[src/rtl/puf_pkg.sv]
// ---------------------------------------------------------------------------
// puf_pkg
//   Shared definitions for the PUF readout sequencer: default parameter
//   values, width helpers, derived localparams and the FSM state encoding.
// ---------------------------------------------------------------------------
package puf_pkg;

  localparam int DEF_ADDR_BITS  = 4;
  localparam int DEF_OUT_BITS   = 8;
  localparam int DEF_NUM_EVALS  = 5;
  localparam int DEF_EXCITE_CYC = 4;
  localparam int DEF_SETTLE_CYC = 3;

  // Width of a counter that must hold the values 0..n inclusive.
  function automatic int cnt_width(input int n);
    return (n < 1) ? 1 : $clog2(n + 1);
  endfunction

  // Width of the phase counter, which counts 0..max(excite,settle)-1.
  function automatic int phase_width(input int excite, input int settle);
    int longest;
    longest = (excite > settle) ? excite : settle;
    return (longest <= 1) ? 1 : $clog2(longest);
  endfunction

  localparam int NUM_WORDS = 2 ** DEF_ADDR_BITS;
  localparam int CNT_W     = cnt_width(DEF_NUM_EVALS);
  localparam int PHASE_W   = phase_width(DEF_EXCITE_CYC, DEF_SETTLE_CYC);

  typedef enum logic [2:0] {
    ST_IDLE   = 3'd0,
    ST_CLEAR  = 3'd1,
    ST_EXCITE = 3'd2,
    ST_SETTLE = 3'd3,
    ST_SAMPLE = 3'd4,
    ST_EMIT   = 3'd5,
    ST_FIN    = 3'd6
  } state_e;

endpackage

[src/rtl/puf_bit_vote.sv]
// ---------------------------------------------------------------------------
// puf_bit_vote
//   Majority voter for a single PUF output bit. Counts how many evaluations
//   returned 1 and reports the majority value and whether the bit was
//   inconsistent across evaluations.
// Ports
//   clk, rst_n   clock, async active-low reset
//   i_clr        clear the ones counter (new word)
//   i_inc        sample strobe: add i_bit to the counter
//   i_bit        PUF output bit for the current evaluation
//   o_majority   1 when more than half of the evaluations returned 1
//   o_unstable   1 when the evaluations did not all agree
// ---------------------------------------------------------------------------
module puf_bit_vote #(
  parameter int NUM_EVALS = 5,
  parameter int CNT_W     = 3
) (
  input  logic clk,
  input  logic rst_n,
  input  logic i_clr,
  input  logic i_inc,
  input  logic i_bit,
  output logic o_majority,
  output logic o_unstable
);

  logic [CNT_W-1:0] r_cnt;

  // NOTE: sequential state uses non-blocking (<=) so every flop samples the
  // pre-edge value of its neighbours regardless of process ordering.
  always_ff @(posedge clk or negedge rst_n) begin
    if (!rst_n) begin
      r_cnt <= '0;
    end else if (i_clr) begin
      r_cnt <= '0;
    end else if (i_inc) begin
      r_cnt <= r_cnt + CNT_W'(i_bit);
    end
  end

  assign o_majority = (r_cnt > CNT_W'(NUM_EVALS / 2));
  assign o_unstable = (r_cnt != '0) && (r_cnt != CNT_W'(NUM_EVALS));

endmodule

[src/rtl/puf_readout_ctrl.sv]
// ---------------------------------------------------------------------------
// puf_readout_ctrl
//   Sweeps every address of the PUF array, evaluates each word NUM_EVALS
//   times (clear -> excite -> settle -> sample) and streams out one
//   bitwise-majority word per address with an "unstable" flag.
// Ports
//   clk, rst_n     clock, async active-low reset
//   req            1-cycle pulse starting a full sweep (ignored while busy)
//   busy           sweep in progress
//   done           1-cycle pulse after the last word has been accepted
//   puf_start      PUF START (excitation)
//   puf_reset      PUF reset, active high
//   puf_addr       PUF word address, constant for all evaluations of a word
//   puf_data       registered PUF output word
//   out_valid      voted word available
//   out_ready      consumer accepts when out_valid && out_ready
//   out_addr       address of the voted word
//   out_data       bitwise majority over NUM_EVALS samples
//   out_unstable   any bit disagreed across evaluations
// ---------------------------------------------------------------------------
module puf_readout_ctrl
  import puf_pkg::*;
#(
  parameter int ADDR_BITS  = DEF_ADDR_BITS,
  parameter int OUT_BITS   = DEF_OUT_BITS,
  parameter int NUM_EVALS  = DEF_NUM_EVALS,
  parameter int EXCITE_CYC = DEF_EXCITE_CYC,
  parameter int SETTLE_CYC = DEF_SETTLE_CYC
) (
  input  logic                 clk,
  input  logic                 rst_n,
  input  logic                 req,
  output logic                 busy,
  output logic                 done,
  output logic                 puf_start,
  output logic                 puf_reset,
  output logic [ADDR_BITS-1:0] puf_addr,
  input  logic [OUT_BITS-1:0]  puf_data,
  output logic                 out_valid,
  input  logic                 out_ready,
  output logic [ADDR_BITS-1:0] out_addr,
  output logic [OUT_BITS-1:0]  out_data,
  output logic                 out_unstable
);

  localparam int L_CNT_W   = cnt_width(NUM_EVALS);
  localparam int L_EVAL_W  = cnt_width(NUM_EVALS);
  localparam int L_PHASE_W = phase_width(EXCITE_CYC, SETTLE_CYC);

  localparam logic [ADDR_BITS-1:0] L_LAST_ADDR = {ADDR_BITS{1'b1}};
  localparam logic [L_EVAL_W-1:0]  L_LAST_EVAL = L_EVAL_W'(NUM_EVALS - 1);
  localparam logic [L_PHASE_W-1:0] L_LAST_EXC  = L_PHASE_W'(EXCITE_CYC - 1);
  localparam logic [L_PHASE_W-1:0] L_LAST_SET  = L_PHASE_W'(SETTLE_CYC - 1);

  state_e                 r_state;
  state_e                 w_next_state;
  logic [L_PHASE_W-1:0]   r_phase;
  logic [L_EVAL_W-1:0]    r_eval;
  logic [ADDR_BITS-1:0]   r_addr;

  logic                   w_hs;
  logic                   w_clr;
  logic                   w_inc;
  logic                   w_phase_done;
  logic                   w_eval_last;
  logic                   w_addr_last;
  logic [OUT_BITS-1:0]    w_majority;
  logic [OUT_BITS-1:0]    w_unstable_bits;

  assign w_hs        = (r_state == ST_EMIT) && out_ready;
  assign w_eval_last = (r_eval == L_LAST_EVAL);
  assign w_addr_last = (r_addr == L_LAST_ADDR);
  // Vote counters restart at sweep acceptance and after each accepted word.
  assign w_clr       = ((r_state == ST_IDLE) && req) || w_hs;
  assign w_inc       = (r_state == ST_SAMPLE);

  // Phase counter reaches its terminal count for the timed state we are in.
  assign w_phase_done = ((r_state == ST_EXCITE) && (r_phase == L_LAST_EXC)) ||
                        ((r_state == ST_SETTLE) && (r_phase == L_LAST_SET));

  // ---------------- FSM: state register ----------------
  always_ff @(posedge clk or negedge rst_n) begin
    if (!rst_n) begin
      r_state <= ST_IDLE;
    end else begin
      r_state <= w_next_state;
    end
  end

  // ---------------- FSM: next-state logic ----------------
  // NOTE: every signal assigned in always_comb gets a default first, so no
  // path through the case can leave it unassigned and infer a latch.
  always_comb begin
    w_next_state = r_state;
    case (r_state)
      ST_IDLE:   if (req) w_next_state = ST_CLEAR;
      ST_CLEAR:  w_next_state = ST_EXCITE;
      ST_EXCITE: if (w_phase_done) w_next_state = ST_SETTLE;
      ST_SETTLE: if (w_phase_done) w_next_state = ST_SAMPLE;
      ST_SAMPLE: w_next_state = w_eval_last ? ST_EMIT : ST_CLEAR;
      ST_EMIT:   if (out_ready) w_next_state = w_addr_last ? ST_FIN : ST_CLEAR;
      ST_FIN:    w_next_state = ST_IDLE;
      default:   w_next_state = ST_IDLE;
    endcase
  end

  // ---------------- FSM: outputs ----------------
  // The PUF is held in reset everywhere except while it is excited and its
  // registered output is waiting to be sampled.
  always_comb begin
    busy      = 1'b0;
    done      = 1'b0;
    puf_start = 1'b0;
    puf_reset = 1'b1;
    out_valid = 1'b0;
    case (r_state)
      ST_CLEAR:  busy = 1'b1;
      ST_EXCITE: begin
        busy      = 1'b1;
        puf_reset = 1'b0;
        puf_start = 1'b1;
      end
      ST_SETTLE: begin
        busy      = 1'b1;
        puf_reset = 1'b0;
      end
      ST_SAMPLE: begin
        busy      = 1'b1;
        puf_reset = 1'b0;
      end
      ST_EMIT: begin
        busy      = 1'b1;
        out_valid = 1'b1;
      end
      ST_FIN:    done = 1'b1;
      default:   ;
    endcase
  end

  // ---------------- Phase / eval / address counters ----------------
  always_ff @(posedge clk or negedge rst_n) begin
    if (!rst_n) begin
      r_phase <= '0;
    end else if (((r_state == ST_EXCITE) || (r_state == ST_SETTLE)) && !w_phase_done) begin
      r_phase <= r_phase + 1'b1;
    end else begin
      r_phase <= '0;
    end
  end

  always_ff @(posedge clk or negedge rst_n) begin
    if (!rst_n) begin
      r_eval <= '0;
    end else if ((r_state == ST_IDLE) || w_hs) begin
      r_eval <= '0;
    end else if ((r_state == ST_SAMPLE) && !w_eval_last) begin
      r_eval <= r_eval + 1'b1;
    end
  end

  // Address only moves on an accepted word, so it stays fixed across all
  // evaluations and during backpressure; it never wraps within a sweep.
  always_ff @(posedge clk or negedge rst_n) begin
    if (!rst_n) begin
      r_addr <= '0;
    end else if ((r_state == ST_IDLE) && req) begin
      r_addr <= '0;
    end else if (w_hs && !w_addr_last) begin
      r_addr <= r_addr + 1'b1;
    end
  end

  // ---------------- Per-bit majority voters ----------------
  for (genvar gi = 0; gi < OUT_BITS; gi++) begin : g_vote
    puf_bit_vote #(
      .NUM_EVALS (NUM_EVALS),
      .CNT_W     (L_CNT_W)
    ) u_vote (
      .clk        (clk),
      .rst_n      (rst_n),
      .i_clr      (w_clr),
      .i_inc      (w_inc),
      .i_bit      (puf_data[gi]),
      .o_majority (w_majority[gi]),
      .o_unstable (w_unstable_bits[gi])
    );
  end

  // Vote counters are frozen in EMIT, so the gated outputs stay stable until
  // the handshake; outside EMIT they read as zero.
  assign puf_addr     = r_addr;
  assign out_addr     = (r_state == ST_EMIT) ? r_addr : '0;
  assign out_data     = (r_state == ST_EMIT) ? w_majority : '0;
  assign out_unstable = (r_state == ST_EMIT) && (|w_unstable_bits);

endmodule
[config.mk]
export PLATFORM = sky130hd
export DESIGN_NAME = puf_readout_ctrl
export DESIGN_NICKNAME = d
export VERILOG_FILES = /design/src/rtl/puf_pkg.sv /design/src/rtl/puf_bit_vote.sv /design/src/rtl/puf_readout_ctrl.sv
export SDC_FILE = /design/constraint.sdc
export NUM_CORES = 1
export LEC_CHECK = 0
export CAP_MARGIN = 40
export CORE_ASPECT_RATIO = 0.8
export CORE_MARGIN = 8
export CORE_UTILIZATION = 54
export DETAILED_ROUTE_END_ITERATION = 8
export PLACE_DENSITY = 0.88
export SLEW_MARGIN = 20
export SYNTH_ARGS = -nofsm -noshare
export SYNTH_HDL_FRONTEND = slang
export SYNTH_HIERARCHICAL = 1
export SYNTH_SLANG_ARGS = --single-unit
[constraint.sdc]
create_clock -name clk -period 3.2 [get_ports clk]
set_clock_uncertainty 0.2 [all_clocks]
set_input_delay 0.64 -clock clk [delete_from_list [all_inputs] [get_ports clk]]
set_output_delay 0.64 -clock clk [all_outputs]
set_load 0.005 [all_outputs]
==> results of run 1 <==
==> layer usage <==
metal,share of wire [%],vias to the layer above,routed length (um),track usage (%)
li1,-,856,-,-
met1,47,843,2140,18.5
met2,50,29,2270,24.1
met3,3.8,0,172,3.31
met4,0,0,0,3.93
met5,0,-,0,0
==> power breakdown <==
group / total, uW / switching, uW / internal, uW
Clock: 326 / 151 / 176
Sequential: 691 / 135 / 556
Combinational: 783 / 397 / 386
Total: 1800 / 683 / 1120
==> cell families (layout without fill, tap and decap cells) <==
family | Yosys count | in the layout | synth area share [%]
buf+inv | 10 | 52 | 1.96
mux | 19 | 19 | 8.51
compound gates | 39 | 39 | 13.6
simple gates | 82 | 82 | 20.0
flops | 36 | 36 | 39.3
fa+ha+maj | 23 | 23 | 12.5
xor+xnor | 11 | 11 | 4.20
==> layout by cell type, fill, tap and decap left out, types with 2 or more instances in the layout <==
cell / count
sky130_fd_sc_hd__nor4_1: 2
sky130_fd_sc_hd__a21bo_1: 8
sky130_fd_sc_hd__nor2_1: 26
sky130_fd_sc_hd__clkbuf_1: 2
sky130_fd_sc_hd__and2_1: 12
sky130_fd_sc_hd__nand2_1: 5
sky130_fd_sc_hd__o21ai_0: 3
sky130_fd_sc_hd__clkdlybuf4s50_1: 33
sky130_fd_sc_hd__nand2b_1: 12
sky130_fd_sc_hd__nand3_1: 4
sky130_fd_sc_hd__clkbuf_8: 6
sky130_fd_sc_hd__a21oi_1: 6
sky130_fd_sc_hd__a21oi_2: 8
sky130_fd_sc_hd__nor2b_1: 2
sky130_fd_sc_hd__mux2i_1: 18
sky130_fd_sc_hd__a21o_2: 8
sky130_fd_sc_hd__buf_4: 5
sky130_fd_sc_hd__ha_1: 23
sky130_fd_sc_hd__nor3b_1: 2
sky130_fd_sc_hd__dfrtp_1: 36
sky130_fd_sc_hd__xnor2_1: 10
sky130_fd_sc_hd__nand3b_1: 9
sky130_fd_sc_hd__inv_1: 5
sky130_fd_sc_hd__a221oi_1: 2
==> final cells by class <==
cell class,count,area [sq um],share of cell area (%)
Clock buffer,8,90.1,3.20
Inverter,6,26.3,0.935
Multi-Input combinational cell,174,1360,48.2
Sequential cell,36,901,32.0
Tap cell,57,71.3,2.54
Timing Repair Buffer,38,368,13.1
==> how the worst min path moves through the flow <==
stage	cells past startpoint	slack (ns)	start	to
floorplan	0	0.14	rst_n	g_vote[0].u_vote/r_cnt[0]$_DFFE_PN0P_
global placement	1	0.25	r_phase[0]$_DFF_PN0_	r_phase[0]$_DFF_PN0_
detailed placement	1	0.25	r_phase[0]$_DFF_PN0_	r_phase[0]$_DFF_PN0_
CTS	1	0.26	r_phase[0]$_DFF_PN0_	r_phase[0]$_DFF_PN0_
global route	1	0.28	r_phase[0]$_DFF_PN0_	r_phase[0]$_DFF_PN0_
finish	1	0.26	r_phase[0]$_DFF_PN0_	r_phase[0]$_DFF_PN0_
==> sequential cells by signal, summed over array words and instances, names as in the netlist <==
name	flops
g_vote.u_vote/r_cnt	24
puf_addr	4
r_eval	3
r_state	3
r_phase	2
==> stage by stage <==
stage	hold WS [ns]	setup WS (ns)	utilization, %	instances
final	0.258	0.162	68.2	319
after global routing	0.284	0.0297	68.2	319
after CTS	0.263	0.0971	68.1	319
after detailed placement	0.253	0.426	65.9	311
after global placement	0.248	0.509	65.9	311
after floorplan	0.144	0.175	-	220
==> run summary, run 1 <==
OUTCOME
------------------------------------------------------------------------------------------
Outcome                                                                          completed

FLOORPLAN
------------------------------------------------------------------------------------------
Overall die width                                                                  88.9 um
Initial core utilization                                                             55.6%
Overall die area                                                                6600 sq um
IO Count                                                                                34
Chip height                                                                        74.3 um
CORE AREA                                                                       4130 sq um
Core Rows                                                                               21

CLOCK NETWORK
------------------------------------------------------------------------------------------
Number of buffers inserted to repair setup after CTS                                     0
Clock latency of the later-clocked register in the worst-skew pair                 0.28 ns
Buffer depth of the longest clock path                                                   2
Number of sinks on the clock net                                                        36
CTS root buf                                                                  sky130_fd_sc_hd__clkbuf_8
Hold buffer count at cts                                                                 0
Quantity of gates resized following cts                                                  0
TritonCTS clock tree                                                                  done
Total CTS buffers                                                                        5
Clock edge transition at the registers on the reported setup and hold paths        0.07 ns
H-tree depth                                                                             2

PWR
------------------------------------------------------------------------------------------
Power Total                                                                        1800 uW
Pleak                                                                           0.00131 uW
Pwr per Cell Area                                                              640 nW/um^2
Max IR drop VDD                                                                     346 uV

PLACEMENT
------------------------------------------------------------------------------------------
Buffers on Ports                                                                        33
Routability cong.                                                                    0.826
Total placed instance area                                                      2720 sq um
Total half-perimeter wirelength after legalization and detailed placement          3.32 mm

SYNTHESIS
------------------------------------------------------------------------------------------
Average footprint of a synthesized cell                                         10.4 sq um
Most frequent cells after synthesis                                           sky130_fd_sc_hd__dfrtp_1 (36), sky130_fd_sc_hd__nor2_1 (26), sky130_fd_sc_hd__ha_1 (23), sky130_fd_sc_hd__mux2i_1 (18)
Main synth FF type                                                            sky130_fd_sc_hd__dfrtp_1
Cell area after technology mapping                                              2290 sq um
Number of instances in the synthesized netlist                                         220
Portion of the post-synthesis area used by sequential elements                       39.3%
Share of synthesized registers carrying an async set or reset                         100%
Yosys warning count                                                                      6
Top cells by area, synth                                                      sky130_fd_sc_hd__dfrtp_1 (39%), sky130_fd_sc_hd__ha_1 (13%), sky130_fd_sc_hd__mux2i_1 (7.9%)
Net count after synthesis                                                              255
Number of enable-type register cells in the synthesized netlist                          0
Post-synthesis sequential element count                                                 36
Most numerous cell in the Yosys netlist                                       sky130_fd_sc_hd__dfrtp_1
Largest area contributor in the netlist                                       sky130_fd_sc_hd__dfrtp_1
Area share of the largest cell type after synthesis                                  39.3%
Count of distinct cell types in the synthesized netlist                                 36

SETUP PATH
------------------------------------------------------------------------------------------
CP Cell Sequence                                                              nand3b_1 > clkinvlp_4 > and2_1 > clkdlybuf4s50_1
Depth of the critical timing path with buffers and inverters included                    4
First element of the critical path                                            r_state[1]$_DFFE_PN0P_
Max stage delay on crit path                                                       0.58 ns
Crit path required time                                                            2.36 ns
Top Family by Delay on Critical Path                                          buffers and inverters
Endpoint arrival time on the critical path                                         2.20 ns
RR Startpoint                                                                 r_state[1]$_DFFE_PN0P_
Worst path slowest cell                                                       sky130_fd_sc_hd__dfrtp_1
Setup crit end kind                                                             output pin
Crit path to                                                                   out_addr[3]
Buffers and inverters on the worst path                                                  2
FF-to-FF path depth                                                                      5
Path type of the worst setup path                                             flip-flop to output pin
Reg-to-reg slack, setup                                                            1.09 ns
Launching element type of the critical path                                      flip-flop
Critical path peak fanout                                                               16
Worst flop-to-flop path endpoint                                              puf_addr[3]$_DFFE_PN0P_

DRT
------------------------------------------------------------------------------------------
DR iter-0 viols                                                                        133
Vias                                                                                  1728
Total DRC errors in the routed layout                                                    0
Average via count per standard cell                                                   5.42
First drt pass iteration count                                                           4
Overall routed net length                                                          4.58 mm
Drt wl/cell                                                                        14.4 um
Final antenna-violating net count                                                        0

TIMING
------------------------------------------------------------------------------------------
Final critical delay including setup and external delays                           3.04 ns
Number of max-slew violations in the final report                                        0
Unrepaired setup endpoints after global routing                                         no
Max Fclk                                                                         0.329 GHz
Transition time at the pin with the least slew margin                             0.463 ns
Final-report setup violation count                                                       0
Post-route clock period utilization                                                  94.9%
Setup TNS                                                                             0 ns
Normalized max-slew margin                                                           69.2%
Final number of hold-violating endpoints                                                 0

FINAL LAYOUT
------------------------------------------------------------------------------------------
Number of antenna repair diodes                                                          0
Total non-filler cell area in the finished layout                               2810 sq um
Final layout net count                                                                 296
Share of final-layout standard cells stronger than drive strength 1                  12.6%
Fill cell instance count of the final layout                                           340
Layout overhead on the synthesized area                                              22.5%

GLOBAL ROUTING
------------------------------------------------------------------------------------------
Number of global-route vias before repair                                             1709
First-pass GRT wire length                                                         7.61 mm
Total global routing overflow                                                            0
GR Util All Layers                                                                   14.5%
Number of antenna violations at the first check in global routing                        0
Pin count of the biggest net entering global routing                                    37

RUN
------------------------------------------------------------------------------------------
Max-capacitance violation count                                                          0

WORST HOLD PATH
------------------------------------------------------------------------------------------
Path category of the worst min-delay check                                    flip-flop to flip-flop

Power figures use the tool's default switching activity.
==> inputs of run 2 (changes only) <==
Settings changed: MAX_ROUTING_LAYER from default to met4.
==> run 2 against run 1 <==
- final cell count stayed put
- fmax is 0.44% lower
- non-clock buffer count stayed put
- register-to-register slack hardly changed
- hold slack hardly changed
==> run summary, run 2 (synthesis results as in run 1) <==
OUTCOME
------------------------------------------------------------------------------------------
Outcome                                                                          completed   unchanged

RUN
------------------------------------------------------------------------------------------
Max-capacitance violation count                                                          0   unchanged

CLOCK NETWORK
------------------------------------------------------------------------------------------
Buffer depth of the longest clock path                                                   2   unchanged
TritonCTS clock tree                                                                  done   unchanged
Hold buffer count at cts                                                                 0   unchanged
Number of buffers inserted to repair setup after CTS                                     0   unchanged
Quantity of gates resized following cts                                                  0   unchanged
Clock latency of the later-clocked register in the worst-skew pair                 0.28 ns   about the same
H-tree depth                                                                             2   unchanged
CTS root buf                                                                  sky130_fd_sc_hd__clkbuf_8   unchanged
Clock edge transition at the registers on the reported setup and hold paths        0.07 ns   about the same
Total CTS buffers                                                                        5   unchanged
Number of sinks on the clock net                                                        36   unchanged

DRT
------------------------------------------------------------------------------------------
Final antenna-violating net count                                                        0   unchanged
Drt wl/cell                                                                        14.5 um   was 14.4 um
Vias                                                                                  1730   was 1728
Average via count per standard cell                                                   5.42   about the same
Total DRC errors in the routed layout                                                    0   unchanged
DR iter-0 viols                                                                        136   was 133
First drt pass iteration count                                                           4   unchanged
Overall routed net length                                                          4.62 mm   was 4.58 mm

SETUP PATH
------------------------------------------------------------------------------------------
Reg-to-reg slack, setup                                                            1.08 ns   was 1.09 ns
Launching element type of the critical path                                      flip-flop   unchanged
Worst flop-to-flop path endpoint                                              puf_addr[3]$_DFFE_PN0P_   unchanged
Setup crit end kind                                                             output pin   unchanged
RR Startpoint                                                                 r_state[1]$_DFFE_PN0P_   unchanged
FF-to-FF path depth                                                                      5   unchanged
Endpoint arrival time on the critical path                                         2.21 ns   was 2.20 ns
Path type of the worst setup path                                             flip-flop to output pin   unchanged
Critical path peak fanout                                                               16   unchanged
Crit path required time                                                            2.36 ns   about the same

PWR
------------------------------------------------------------------------------------------
Switching part of the total power                                                    38.0%   was 37.9%
Sw Pwr                                                                              685 uW   was 683 uW
Pleak                                                                           0.00131 uW   unchanged
Clock share of power                                                                 18.1%   about the same
Combinational Power Share                                                            43.6%   was 43.5%
Int Power                                                                          1120 uW   about the same
Reg power frac                                                                       38.3%   was 38.4%
Pwr per Cell Area                                                              641 nW/um^2   was 640 nW/um^2
Max IR drop VDD                                                                     346 uV   about the same

TIMING
------------------------------------------------------------------------------------------
Hold WS                                                                           0.258 ns   about the same
Max Fclk                                                                         0.328 GHz   was 0.329 GHz
Final-report setup violation count                                                       0   unchanged
Post-route clock period utilization                                                  95.4%   was 94.9%
Setup TNS                                                                             0 ns   unchanged
Number of max-slew violations in the final report                                        0   unchanged
Normalized max-slew margin                                                           69.2%   about the same
Final number of hold-violating endpoints                                                 0   unchanged
Final critical delay including setup and external delays                           3.05 ns   was 3.04 ns
Transition time at the pin with the least slew margin                             0.462 ns   was 0.463 ns
Unrepaired setup endpoints after global routing                                         no   unchanged

PLACEMENT
------------------------------------------------------------------------------------------
Routability cong.                                                                    0.839   was 0.826
Total placed instance area                                                      2720 sq um   unchanged
Total half-perimeter wirelength after legalization and detailed placement          3.32 mm   unchanged
Buffers on Ports                                                                        33   unchanged

FINAL LAYOUT
------------------------------------------------------------------------------------------
Share of final-layout standard cells stronger than drive strength 1                  12.6%   unchanged
Final layout net count                                                                 296   unchanged
Fill cell instance count of the final layout                                           340   unchanged
Commonest cells after routing, fill and taps aside                            sky130_fd_sc_hd__dfrtp_1 (36), sky130_fd_sc_hd__clkdlybuf4s50_1 (33), sky130_fd_sc_hd__nor2_1 (26), sky130_fd_sc_hd__ha_1 (23), sky130_fd_sc_hd__mux2i_1 (18)   unchanged
Number of antenna repair diodes                                                          0   unchanged
Total non-filler cell area in the finished layout                               2810 sq um   unchanged
Layout overhead on the synthesized area                                              22.5%   unchanged
Leading cell type in the layout, fill and taps excluded                       sky130_fd_sc_hd__dfrtp_1   unchanged
Top reg by flops                                                              g_vote.u_vote/r_cnt   unchanged
Flip-flop count of the largest register after layout                                    24   unchanged

FLOORPLAN
------------------------------------------------------------------------------------------
Initial core utilization                                                             55.6%   unchanged
Core Rows                                                                               21   unchanged
Chip height                                                                        74.3 um   unchanged
Overall die width                                                                  88.9 um   unchanged
IO Count                                                                                34   unchanged
Overall die area                                                                6600 sq um   unchanged
CORE AREA                                                                       4130 sq um   unchanged

WORST HOLD PATH
------------------------------------------------------------------------------------------
Endpoint of the worst hold path                                               r_phase[0]$_DFF_PN0_   unchanged
Hold path depth                                                                          1   unchanged
Path category of the worst min-delay check                                    flip-flop to flip-flop   unchanged
Worst min-delay path startpoint                                               r_phase[0]$_DFF_PN0_   unchanged

GLOBAL ROUTING
------------------------------------------------------------------------------------------
First-pass GRT wire length                                                         7.61 mm   unchanged
Number of antenna violations at the first check in global routing                        0   unchanged
Total global routing overflow                                                            0   unchanged
GR Util All Layers                                                                   14.9%   was 14.5%
Number of global-route vias before repair                                             1707   was 1709
Pin count of the biggest net entering global routing                                    37   unchanged

[run 2: cell counts in the layout (fill, tap and decap cells not counted)]
Identical to the previous run, type by type.
[run 2: routing by layer]
| layer | vias up | global-route usage (%) | part of all wire (%) |
|---|---|---|---|
| met3 | 2 | 2.87 | 3.3 |
| met4 | 0 | 3.93 | 0.41 |
| met2 | 28 | 24.1 | 49 |
| met5 | - | - | 0 |
| met1 | 848 | 18.7 | 47 |
| li1 | 852 | - | - |
[run 2: power by group through the flow]
stage / Clock [uW] / Sequential [uW] / Combinational [uW]
2_1_floorplan: 0 / 653 / 553
3_3_place_gp: 0 / 688 / 757
3_5_place_dp: 0 / 698 / 787
4_1_cts: 338 / 690 / 791
5_1_grt: 358 / 708 / 881
6_report: 327 / 690 / 785
[run 2: metrics by stage]
step | instances | util [%] | worst slack, ns | total power (uW)
finish | 319 | 68.2 | 0.148 | 1800
global route | 319 | 68.2 | 0.0297 | 1950
CTS | 319 | 68.1 | 0.0971 | 1820
detailed placement | 311 | 65.9 | 0.426 | 1490
global placement | 311 | 65.9 | 0.509 | 1440
floorplan | 220 | - | 0.175 | 1210
[run 2: area by class of cell]
| type | count | area, sq um | share of cell area [%] |
|---|---|---|---|
| clock buffers | 8 | 90.1 | 3.20 |
| inverters | 6 | 26.3 | 0.935 |
| multi-input cells | 174 | 1360 | 48.2 |
| flip-flops and latches | 36 | 901 | 32.0 |
| well taps | 57 | 71.3 | 2.54 |
| repair buffers | 38 | 368 | 13.1 |
[run 2: worst max-delay path by stage]
stage,to,slack (ns),depth (start not counted),startpoint
after floorplan,puf_reset,0.18,3,r_state[1]$_DFFE_PN0P_
after global placement,out_addr[2],0.51,4,r_state[1]$_DFFE_PN0P_
after detailed placement,out_addr[3],0.43,4,r_state[1]$_DFFE_PN0P_
after CTS,out_addr[3],0.1,4,r_state[1]$_DFFE_PN0P_
after global routing,out_data[6],0.03,4,r_state[1]$_DFFE_PN0P_
final,out_addr[3],0.15,4,r_state[1]$_DFFE_PN0P_
[run 2: worst max-delay path, stage by stage (launching register included)]
cell and delay, ns:
sky130_fd_sc_hd__dfrtp_1 0.59, sky130_fd_sc_hd__nand3b_1 0.30, sky130_fd_sc_hd__clkinvlp_4 0.33, sky130_fd_sc_hd__and2_1 0.27
sky130_fd_sc_hd__clkdlybuf4s50_1 0.45
